File: src/rtl/seg7_pkg.sv
// Shared types, constants and helpers for the seven-segment scanner.
// Segment patterns are gfedcba with seg[0] = a, active-low.
package seg7_pkg;

    typedef enum logic [1:0] {
        IDLE,
        SHOW,
        GAP
    } state_e;

    localparam logic [6:0] SEG_BLANK = 7'h7F;

    // Packed table, element index = hex digit (F listed first, 0 last).
    localparam logic [15:0][6:0] HEX_SEG = {
        7'b0001110, 7'b0000110, 7'b0100001, 7'b1000110,
        7'b0000011, 7'b0001000, 7'b0010000, 7'b0000000,
        7'b1111000, 7'b0000010, 7'b0010010, 7'b0011001,
        7'b0110000, 7'b0100100, 7'b1111001, 7'b1000000
    };

    // Width of a counter that runs 0..count-1; never narrower than one bit.
    function automatic int cnt_width(input int count);
        return (count <= 2) ? 1 : $clog2(count);
    endfunction

endpackage

File: src/rtl/seg7_hex_decode.sv
// Combinational hex nibble to active-low seven-segment pattern.
module seg7_hex_decode
    import seg7_pkg::*;
(
    input  logic [3:0] nibble_i,
    output logic [6:0] seg_o
);

    assign seg_o = HEX_SEG[nibble_i];

endmodule

File: src/rtl/seg7_scan_mux.sv
// Multi-digit seven-segment scanner with refresh prescaler, blank gap and frame-coherent capture.
// Optional leading-zero blanking is compiled in with SEG7_LEADING_ZERO_BLANK_EN.
module seg7_scan_mux
    import seg7_pkg::*;
#(
    parameter int NUM_DIGITS  = 3,
    parameter int REFRESH_DIV = 50000,
    parameter int GAP_CYCLES  = 2
) (
    input  logic                    clock,
    input  logic                    reset_n,
    input  logic                    enable,
    input  logic [4*NUM_DIGITS-1:0] value,
    input  logic [NUM_DIGITS-1:0]   dp_in,
    output logic [NUM_DIGITS-1:0]   an,
    output logic [6:0]              seg,
    output logic                    dp,
    output logic                    frame_done
);

    localparam int DW = cnt_width(NUM_DIGITS);
    localparam int PW = cnt_width(REFRESH_DIV);
    localparam int GW = cnt_width(GAP_CYCLES);
    localparam logic [DW-1:0] DIGIT_LAST = DW'(NUM_DIGITS - 1);
    localparam logic [PW-1:0] PRESC_LAST = PW'(REFRESH_DIV - 1);
    localparam logic [GW-1:0] GAP_LAST   = (GAP_CYCLES > 0) ? GW'(GAP_CYCLES - 1) : '0;

    state_e                  state_q, state_d;
    logic [DW-1:0]           digit_q, digit_d;
    logic [PW-1:0]           presc_q, presc_d;
    logic [GW-1:0]           gap_q, gap_d;
    logic [4*NUM_DIGITS-1:0] shadow_val_q, shadow_val_d;
    logic [NUM_DIGITS-1:0]   shadow_dp_q, shadow_dp_d;
    logic [NUM_DIGITS-1:0]   an_q, an_d;
    logic [6:0]              seg_q, seg_d;
    logic                    dp_q, dp_d;
    logic                    frame_done_q, frame_done_d;

    logic                    reload;
    logic                    advance;
    logic [3:0]              cur_nibble;
    logic                    cur_dp;
    logic [NUM_DIGITS-1:0]   cur_an;
    logic [6:0]              dec_seg;
    logic [6:0]              lit_seg;

`ifdef SEG7_LEADING_ZERO_BLANK_EN
    logic [NUM_DIGITS-1:0]   blank_q, blank_d, blank_load;
    logic                    zero_run;
    logic                    cur_blank;

    // A digit blanks when it and every more significant nibble are zero.
    always_comb begin
        zero_run   = 1'b1;
        blank_load = '0;
        for (int i = NUM_DIGITS - 1; i >= 0; i--) begin
            zero_run      = zero_run & (value[4*i +: 4] == 4'h0);
            blank_load[i] = zero_run & (i != 0);
        end
    end
`endif

    always_comb begin
        cur_nibble = '0;
        cur_dp     = 1'b0;
        cur_an     = '1;
`ifdef SEG7_LEADING_ZERO_BLANK_EN
        cur_blank  = 1'b0;
`endif
        for (int i = 0; i < NUM_DIGITS; i++) begin
            if (digit_q == DW'(i)) begin
                cur_nibble = shadow_val_q[4*i +: 4];
                cur_dp     = shadow_dp_q[i];
                cur_an[i]  = 1'b0;
`ifdef SEG7_LEADING_ZERO_BLANK_EN
                cur_blank  = blank_q[i];
`endif
            end
        end
    end

    seg7_hex_decode u_hex_decode (
        .nibble_i (cur_nibble),
        .seg_o    (dec_seg)
    );

`ifdef SEG7_LEADING_ZERO_BLANK_EN
    assign lit_seg = cur_blank ? SEG_BLANK : dec_seg;
`else
    assign lit_seg = dec_seg;
`endif

    always_comb begin
        state_d      = state_q;
        digit_d      = digit_q;
        presc_d      = presc_q;
        gap_d        = gap_q;
        shadow_val_d = shadow_val_q;
        shadow_dp_d  = shadow_dp_q;
        frame_done_d = 1'b0;
        reload       = 1'b0;
        advance      = 1'b0;
`ifdef SEG7_LEADING_ZERO_BLANK_EN
        blank_d      = blank_q;
`endif

        if (!enable) begin
            state_d = IDLE;
            digit_d = '0;
            presc_d = '0;
            gap_d   = '0;
        end else begin
            case (state_q)
                IDLE: begin
                    reload  = 1'b1;
                    digit_d = '0;
                    presc_d = '0;
                    state_d = SHOW;
                end
                SHOW: begin
                    if (presc_q == PRESC_LAST) begin
                        presc_d = '0;
                        gap_d   = '0;
                        if (GAP_CYCLES == 0) begin
                            advance = 1'b1;
                        end else begin
                            state_d = GAP;
                        end
                    end else begin
                        presc_d = presc_q + 1'b1;
                    end
                end
                GAP: begin
                    if (gap_q == GAP_LAST) begin
                        advance = 1'b1;
                    end else begin
                        gap_d = gap_q + 1'b1;
                    end
                end
                default: state_d = IDLE;
            endcase

            // Shadows only change at a frame boundary, so a frame never tears.
            if (advance) begin
                state_d = SHOW;
                gap_d   = '0;
                if (digit_q == DIGIT_LAST) begin
                    digit_d      = '0;
                    reload       = 1'b1;
                    frame_done_d = 1'b1;
                end else begin
                    digit_d = digit_q + 1'b1;
                end
            end

            if (reload) begin
                shadow_val_d = value;
                shadow_dp_d  = dp_in;
`ifdef SEG7_LEADING_ZERO_BLANK_EN
                blank_d      = blank_load;
`endif
            end
        end
    end

    always_comb begin
        an_d  = '1;
        seg_d = SEG_BLANK;
        dp_d  = 1'b1;
        if (enable && state_q == SHOW) begin
            an_d  = cur_an;
            seg_d = lit_seg;
            dp_d  = ~cur_dp;
        end
    end

    always_ff @(posedge clock or negedge reset_n) begin
        if (!reset_n) begin
            state_q      <= IDLE;
            digit_q      <= '0;
            presc_q      <= '0;
            gap_q        <= '0;
            shadow_val_q <= '0;
            shadow_dp_q  <= '0;
            an_q         <= '1;
            seg_q        <= SEG_BLANK;
            dp_q         <= 1'b1;
            frame_done_q <= 1'b0;
`ifdef SEG7_LEADING_ZERO_BLANK_EN
            blank_q      <= '0;
`endif
        end else begin
            state_q      <= state_d;
            digit_q      <= digit_d;
            presc_q      <= presc_d;
            gap_q        <= gap_d;
            shadow_val_q <= shadow_val_d;
            shadow_dp_q  <= shadow_dp_d;
            an_q         <= an_d;
            seg_q        <= seg_d;
            dp_q         <= dp_d;
            frame_done_q <= frame_done_d;
`ifdef SEG7_LEADING_ZERO_BLANK_EN
            blank_q      <= blank_d;
`endif
        end
    end

    assign an         = an_q;
    assign seg        = seg_q;
    assign dp         = dp_q;
    assign frame_done = frame_done_q;

endmodule

File: config.mk
export PLATFORM = sky130hd
export DESIGN_NAME = seg7_scan_mux
export DESIGN_NICKNAME = d
export VERILOG_FILES = /design/src/rtl/seg7_pkg.sv /design/src/rtl/seg7_hex_decode.sv /design/src/rtl/seg7_scan_mux.sv
export SDC_FILE = /design/constraint.sdc
export NUM_CORES = 1
export LEC_CHECK = 0
export ABC_AREA = 1
export ABC_CLOCK_PERIOD_IN_PS = 1900
export CAP_MARGIN = 20
export CORE_ASPECT_RATIO = 1.4
export CORE_MARGIN = 1
export CORE_UTILIZATION = 30
export CTS_BUF_LIST = sky130_fd_sc_hd__clkbuf_4
export DETAILED_ROUTE_END_ITERATION = 16
export GPL_TIMING_DRIVEN = 0
export SETUP_SLACK_MARGIN = 0.3
export SLEW_MARGIN = 20
export SYNTH_ARGS = -nofsm -noshare
export SYNTH_HDL_FRONTEND = slang
export SYNTH_HIERARCHICAL = 1
export SYNTH_SLANG_ARGS = --single-unit
File: constraint.sdc
create_clock -name clock -period 1.9 [get_ports clock]
set_clock_uncertainty 0.1 [all_clocks]
set_input_delay 0.285 -clock clock [delete_from_list [all_inputs] [get_ports clock]]
set_output_delay 0.285 -clock clock [all_outputs]
set_load 0.02 [all_outputs]
==> impl_summary.txt, run 1 <==
----------------------------------------------------
[Floorplan]
  Die outline area ... 0.00954 mm^2
  Number of ports placed on the die boundary ... 30
  Width of the die ... 82.8 um
  Initial core utilization ... 31.5%
  Die Y ... 115 um
  Area of the core ... 0.00871 mm^2
  # rows ... 40

[Yosys]
  Dominant cell type by area after synthesis ... sky130_fd_sc_hd__dfrtp_1
  Cell types with the largest area share after synthesis ... sky130_fd_sc_hd__dfrtp_1, sky130_fd_sc_hd__nand2_1, sky130_fd_sc_hd__dfstp_2
  Summed instance area of the synthesized netlist ... 0.00275 mm^2
  Async set-or-reset flop fraction in the synthesized netlist ... 100%
  Number of synthesized register bits ... 48
  Synth Flop Type ... sky130_fd_sc_hd__dfrtp_1
  Count of cell types in the netlist ... 31
  Proportion of synthesized chip area in sequential cells ... 44.3%
  Number of enable flip-flop cells after synthesis ... 0
  Total of warnings raised by yosys ... 6
  Average cell area after synthesis ... 8.15 um^2
  Syn Inst Count ... 337
  Area fraction of the dominant cell type after synthesis ... 33.7%
  Post-synth net total ... 367

[Flow run]
  MaxCap Viol Count ... 0

[Drt]
  Number of nets with antenna violations after detailed routing ... 0
  Initial DRT Pass Iterations ... 4
  Violation count after the first detailed-route iteration ... 83
  Total Wirelength ... 6.03 mm
  Average wire length per cell after detail routing ... 11.9 um
  Number of vias in the routed layout ... 2,316
  Drt drc ... 0
  Vias per cell ... 4.55

[STA]
  Post-layout minimum cycle time ... 1.78 ns
  Worst Setup Slack, final ... 0.122 ns
  Fin. max-slew vios ... 0
  Worst slew margin relative to its limit ... 61.6%
  Setup tns final ... 0 ns
  RSZ-0062 raised after global routing ... true
  Final worst path period share ... 93.6%
  Number of endpoints failing setup at the final stage ... 0
  FMAX ... 0.562 GHz
  Transition at the pin with the smallest max-transition slack ... 0.576 ns
  Hold violation count in the final report ... 0

[Finish]
  Layout net count ... 433
  Final design instance area without fill ... 0.00381 mm^2
  Antenna diode count ... 0
  Synthesis-to-finish area growth ... 38.7%
  Share of layout cells above drive strength 1 ... 44.1%

[Worst setup path]
  Data arrival at the endpoint of the critical path ... 1.98 ns
  Required time at the endpoint of the critical path ... 2.10 ns
  Critical Path Fanout Max ... 5
  Critical Path End Type ... register
  Type of the worst setup path ... register to register
  Launching element type of the critical path ... register

[Status]
  Status ... finished, final reports clean

[Pwr]
  Leakage power ... 0.00174 uW
  Final Power ... 4200 uW
  P per Cell Area ... 1100 mW/mm^2
  Worst IR drop on VDD ... 436 uV

[Clocking]
  Total CTS buffers ... 5
  Maximum clock insertion buffer count ... 2
  Cell at the root of the clock tree ... sky130_fd_sc_hd__clkbuf_4
  Clock Pin Slew Worst Setup and Hold Paths ... 0.17 ns
  Clock tree sinks ... 48
  CTS tree ... built
  CTS H-tree lvls ... 2
  Clock latency on the worst-skew pair ... 0.38 ns

[Place]
  Last weighted congestion value of the routability-driven placer ... 0.791
  Post-Place Setup Slack ... -0.0269 ns
  IO buf count ... 29
  Cell area after placement ... 0.00329 mm^2
  Post-detailed-placement half-perimeter wirelength ... 4.20 mm

[Global route]
  Maximum number of pins on one net before global-route repair ... 26
  Total routing usage reported by global routing ... 13.1%
  Initial antenna violation count ... 0
  Global-route wire length before repair ... 10.2 mm
  Number of global-route vias before repair ... 2,267
  Remaining Overflow, GRT ... 0

[Hold path]
  Worst hold path class ... input pin to async pin

----------------------------------------------------
==> layout by cell type, fill, tap and decap left out, types with 8 or more instances in the layout <==
cell | netlist | routed
sky130_fd_sc_hd__dfrtp_1 | 37 | 36
sky130_fd_sc_hd__o21ai_2 | 17 | 16
sky130_fd_sc_hd__nand2_1 | 86 | 73
sky130_fd_sc_hd__nand3_2 | 2 | 8
sky130_fd_sc_hd__buf_4 | 0 | 25
sky130_fd_sc_hd__clkbuf_2 | 0 | 8
sky130_fd_sc_hd__nand2_2 | 19 | 23
sky130_fd_sc_hd__nand2_4 | 2 | 10
sky130_fd_sc_hd__dfstp_2 | 11 | 11
sky130_fd_sc_hd__inv_2 | 11 | 9
sky130_fd_sc_hd__inv_1 | 37 | 28
sky130_fd_sc_hd__ha_4 | 0 | 9
sky130_fd_sc_hd__clkdlybuf4s50_1 | 0 | 16
sky130_fd_sc_hd__nor2_1 | 27 | 25
sky130_fd_sc_hd__inv_4 | 0 | 8
sky130_fd_sc_hd__nand3_1 | 32 | 22
==> layer usage <==
metal / up-vias / track usage (%) / share of wire [%]
li1: 1181 / - / -
met1: 1094 / 14.8 / 42
met2: 35 / 25.0 / 53
met3: 6 / 2.44 / 2.9
met4: 0 / 4.14 / 1.5
met5: - / 0 / 0
==> worst paths after layout <==
check	start	end	slack (ns)	cells past startpoint
worst max-delay path	digit_q[1]	seg[3]	0.12	9
worst max register to register	digit_q[1]	seg[3]	0.12	9
worst min register to register	shadow_dp_q[0]	dp	0.37	1
min in group clock	value[9]	shadow_val_q[9]	0.33	3
worst min-delay path	reset_n	shadow_val_q[8]	0.32	2
max in group asynchronous	reset_n	seg[4]	0.75	3
==> registers in the layout, indices dropped and copies added (netlist names) <==
signal / count
seg: 7
frame_done: 1
shadow_dp_q: 3
dp: 1
an: 3
digit_q: 2
gap_q: 1
state_q: 2
shadow_val_q: 12
presc_q: 16
==> critical path: stages, from the launching register on <==
cell and delay (ns):
sky130_fd_sc_hd__dfrtp_2 0.49, sky130_fd_sc_hd__nor2_4 0.18, sky130_fd_sc_hd__nand2_2 0.09, sky130_fd_sc_hd__nand3_4 0.15
sky130_fd_sc_hd__inv_6 0.07, sky130_fd_sc_hd__ha_4 0.27, sky130_fd_sc_hd__nand2_2 0.05, sky130_fd_sc_hd__nand3_2 0.05
sky130_fd_sc_hd__nand2_1 0.05, sky130_fd_sc_hd__or2_4 0.21
==> power breakdown <==
part	switching [uW]	internal [uW]
Clock	364	154
Combinational	1240	984
Sequential	172	1290
==> what timing repair did <==
item,CTS,global route
hold buffers,1,0
resized for setup,56,51
endpoints found under the hold margin,22,0
setup endpoints to repair,43,49
cloned,0,1
setup buffers,21,6
pin swaps,12,17
==> Yosys cell counts, types with 2 or more instances <==
library cell / number
sky130_fd_sc_hd__nor2_2: 4
sky130_fd_sc_hd__nand3_2: 2
sky130_fd_sc_hd__ha_1: 12
sky130_fd_sc_hd__dfstp_2: 11
sky130_fd_sc_hd__inv_1: 37
sky130_fd_sc_hd__buf_6: 4
sky130_fd_sc_hd__o22ai_1: 2
sky130_fd_sc_hd__nand3_1: 32
sky130_fd_sc_hd__a21oi_1: 8
sky130_fd_sc_hd__nor2_1: 27
sky130_fd_sc_hd__nand2_4: 2
sky130_fd_sc_hd__nand2_2: 19
sky130_fd_sc_hd__o21ai_2: 17
sky130_fd_sc_hd__o21ai_1: 2
sky130_fd_sc_hd__or2_2: 7
sky130_fd_sc_hd__xor2_1: 4
sky130_fd_sc_hd__inv_2: 11
sky130_fd_sc_hd__nand2_1: 86
sky130_fd_sc_hd__dfrtp_1: 37
sky130_fd_sc_hd__buf_2: 2
==> layout make-up <==
type	count	area [um^2]
flip-flops and latches	48	1220
inverters	50	228
fillers	871	4900
clock buffers	5	37.5
clock inverters	3	25.0
plain buffers	6	57.6
multi-input cells	233	1620
repair buffers	59	490
well taps	105	131
==> metrics by stage <==
step                      utilization (%)  cells  hold slack, ns
after floorplan                         -    337          -0.111
after global placement               37.6    471           0.332
after detailed placement             37.7    472           0.221
after CTS                            41.6    502           0.318
after global routing                 43.7    509           0.303
final                                43.7    509           0.316
==> cell families after synthesis <==
group,synth area share (%)
compound gates,8.98
xor+xnor,1.60
fa+ha+maj,5.47
buf+inv,8.89
flops,44.3
simple gates,30.8
(Power assumes the default switching activity.)
==> run 2: changes to the inputs <==
- ABC_CLOCK_PERIOD_IN_PS: 1900 -> 2000
- CAP_MARGIN: 20 -> not set
- clock period: 1.9 -> 2 ns (I/O delays scaled with it)
==> run 2 against run 1 <==
Against the previous run:
- maximum frequency decreased by 1.3%
- flip-flop and latch count stayed put
- wire length up 6.8%
- cell count decreased by 0.20%
- total power decreased by 1.3%
- count of clock-buffer cells in the layout grew 2
- critical path type unchanged
- largest power group unchanged
- setup slack gained 0.077 ns
- global-route usage increased by 0.31 points
==> impl_summary.txt, run 2 (synthesized netlist as in run 1, its figures left out) <==
----------------------------------------------------
[Worst setup path]
  Data arrival at the endpoint of the critical path ... 2.03 ns (was 1.98 ns)
  Count of cell instances traversed by the critical path ... 8 (was 9)
  CP Cell Sequence ... nor2_4 -> nand2_2 -> nand3_4 -> inv_6 -> ha_4 -> nand3_1 -> nand2_1 -> or2_2 (was nor2_4 -> nand2_2 -> nand3_4 -> inv_6 -> ha_4 -> nand2_2 -> nand3_2 -> nand2_1 -> or2_4)
  Crit path buffers/inverters ... 1 (unchanged)
  CP max-delay cell ... sky130_fd_sc_hd__dfrtp_2 (unchanged)
  Required time at the endpoint of the critical path ... 2.23 ns (was 2.10 ns)
  Type of the worst setup path ... register to register (unchanged)
  Highest cell delay on the worst timing path ... 0.47 ns (was 0.49 ns)
  Crit-path leading delay family ... simple AND/OR/NAND/NOR gates (unchanged)
  Critical Path Fanout Max ... 5 (unchanged)
  Critical Path End Type ... register (unchanged)
  Launching element type of the critical path ... register (unchanged)
  Number of cells on the worst reg-to-reg path ... 8 (was 9)

[Finish]
  Number of flip-flops in the largest register ... 16 (unchanged)
  Antenna diode count ... 0 (unchanged)
  Synthesis-to-finish area growth ... 39.4% (was 38.7%)
  Layout net count ... 432 (was 433)
  Register containing the most flip-flops in the final layout ... presc_q (unchanged)
  Most frequent cells in the layout ... sky130_fd_sc_hd__nand2_1, sky130_fd_sc_hd__dfrtp_1, sky130_fd_sc_hd__inv_1 (unchanged)
  Final core area utilization ... 44.0% (was 43.7%)
  Final design instance area without fill ... 0.00383 mm^2 (was 0.00381 mm^2)
  Share of layout cells above drive strength 1 ... 39.2% (was 44.1%)
  Non-filler cells, final ... 508 (was 509)
  Most common library cell in the layout ignoring fill and taps ... sky130_fd_sc_hd__nand2_1 (unchanged)
  Number of filler instances in the final layout ... 888 (was 871)

[Clocking]
  CTS H-tree lvls ... 2 (unchanged)
  Clock tree sinks ... 48 (unchanged)
  Clock latency on the worst-skew pair ... 0.40 ns (was 0.38 ns)
  Maximum clock insertion buffer count ... 2 (unchanged)
  Total CTS buffers ... 5 (unchanged)
  Clock Pin Slew Worst Setup and Hold Paths ... 0.14 ns (was 0.17 ns)
  CTS tree ... built (unchanged)
  Cell at the root of the clock tree ... sky130_fd_sc_hd__clkbuf_4 (unchanged)

[Global route]
  Remaining Overflow, GRT ... 0 (unchanged)
  Global-route wire length before repair ... 10.1 mm (was 10.2 mm)
  Total routing usage reported by global routing ... 13.4% (was 13.1%)
  Maximum number of pins on one net before global-route repair ... 27 (was 26)
  Initial antenna violation count ... 0 (unchanged)
  Number of global-route vias before repair ... 2,181 (was 2,267)

[Place]
  Last weighted congestion value of the routability-driven placer ... 0.865 (was 0.791)
  IO buf count ... 29 (unchanged)
  Post-Place Setup Slack ... 0.0767 ns (was -0.0269 ns)
  Placed cell count ... 472 (unchanged)
  Post-detailed-placement half-perimeter wirelength ... 4.24 mm (was 4.20 mm)
  Cell area after placement ... 0.00326 mm^2 (was 0.00329 mm^2)

[Drt]
  Vias per cell ... 4.55 (about the same)
  Drt drc ... 0 (unchanged)
  Average wire length per cell after detail routing ... 12.7 um (was 11.9 um)
  Initial DRT Pass Iterations ... 4 (unchanged)
  Violation count after the first detailed-route iteration ... 76 (was 83)
  Total Wirelength ... 6.44 mm (was 6.03 mm)
  Number of vias in the routed layout ... 2,313 (was 2,316)
  Number of nets with antenna violations after detailed routing ... 0 (unchanged)

[Floorplan]
  Number of ports placed on the die boundary ... 30 (unchanged)
  Area of the core ... 0.00871 mm^2 (unchanged)
  Die outline area ... 0.00954 mm^2 (unchanged)
  Die Y ... 115 um (unchanged)
  Width of the die ... 82.8 um (unchanged)
  # rows ... 40 (unchanged)
  Initial core utilization ... 31.5% (unchanged)

[STA]
  Worst Setup Slack, final ... 0.198 ns (was 0.122 ns)
  Hold violation count in the final report ... 0 (unchanged)
  Final worst path period share ... 90.1% (was 93.6%)
  Number of endpoints failing setup at the final stage ... 0 (unchanged)
  RSZ-0062 raised after global routing ... true (unchanged)
  Transition at the pin with the smallest max-transition slack ... 0.622 ns (was 0.576 ns)
  Worst slew margin relative to its limit ... 58.5% (was 61.6%)
  Fin. max-slew vios ... 0 (unchanged)
  Post-layout minimum cycle time ... 1.80 ns (was 1.78 ns)
  FMAX ... 0.555 GHz (was 0.562 GHz)

[Pwr]
  Worst IR drop on VDD ... 419 uV (was 436 uV)
  Leakage power ... 0.00177 uW (was 0.00174 uW)
  P per Cell Area ... 1080 mW/mm^2 (was 1100 mW/mm^2)

[Hold path]
  Worst hold path class ... input pin to async pin (unchanged)

[Flow run]
  MaxCap Viol Count ... 0 (unchanged)

[Status]
  Status ... finished, final reports clean (unchanged)

----------------------------------------------------
run 2: changes by cell type in the layout (fill, tap and decap cells not counted), sizes merged:
cell,change
dlygate4sd2,+11
inv,-1
buf,-5
clkinvlp,-1
clkbuf,-3
clkdlybuf4s15,-2
run 2: timing repair:
action                                  in CTS  in global routing
resized for setup                           27                 50
gates cloned                                 0                  4
endpoints found under the setup margin      19                 32
hold buffers                                 1                  0
pin swaps                                    4                 18
buffers inserted                            10                 13
endpoints found under the hold margin       14                  0
run 2: metal layers:
metal | vias up | GRT usage, % | share of wire [%]
li1 | 1176 | - | -
met1 | 1090 | 14.7 | 40
met2 | 37 | 24.9 | 55
met3 | 10 | 2.73 | 2.9
met4 | 0 | 6.44 | 2.3
met5 | - | 0 | 0
run 2: path summary, 6_finish.rpt:
| check | endpoint | start | slack (ns) |
|---|---|---|---|
| max | seg[1] | digit_q[1] | 0.20 |
| min | presc_q[8] | reset_n | 0.33 |
| max reg2reg | seg[1] | digit_q[1] | 0.20 |
| min reg2reg | shadow_val_q[10] | shadow_val_q[10] | 0.41 |
| max in group asynchronous | presc_q[1] | reset_n | 0.92 |
| min in group clock | shadow_val_q[6] | value[6] | 0.33 |
run 2: cell type report:
type	count	area, um^2	area share, %
multi-input cells	233	1530	40.0
flip-flops and latches	48	1220	31.8
repair buffers	58	601	15.7
inverters	50	213	5.56
well taps	105	131	3.43
plain buffers	6	77.6	2.03
clock buffers	7	52.6	1.37
clock inverters	1	3.75	0.0981
run 2: through the flow:
step | hold slack, ns | power (uW) | TNS, ns
6_report | 0.332 | 4150 | 0
5_1_grt | 0.331 | 4460 | 0
3_5_place_dp | 0.255 | 3030 | 0
3_3_place_gp | 0.370 | 2980 | -37.56
2_1_floorplan | -0.0956 | 2620 | 0
4_1_cts | 0.328 | 3560 | 0
run 2: where the power goes:
group | internal, uW | switching, uW
sequential | 1220 | 160
combinational | 1080 | 1200
clock | 163 | 324
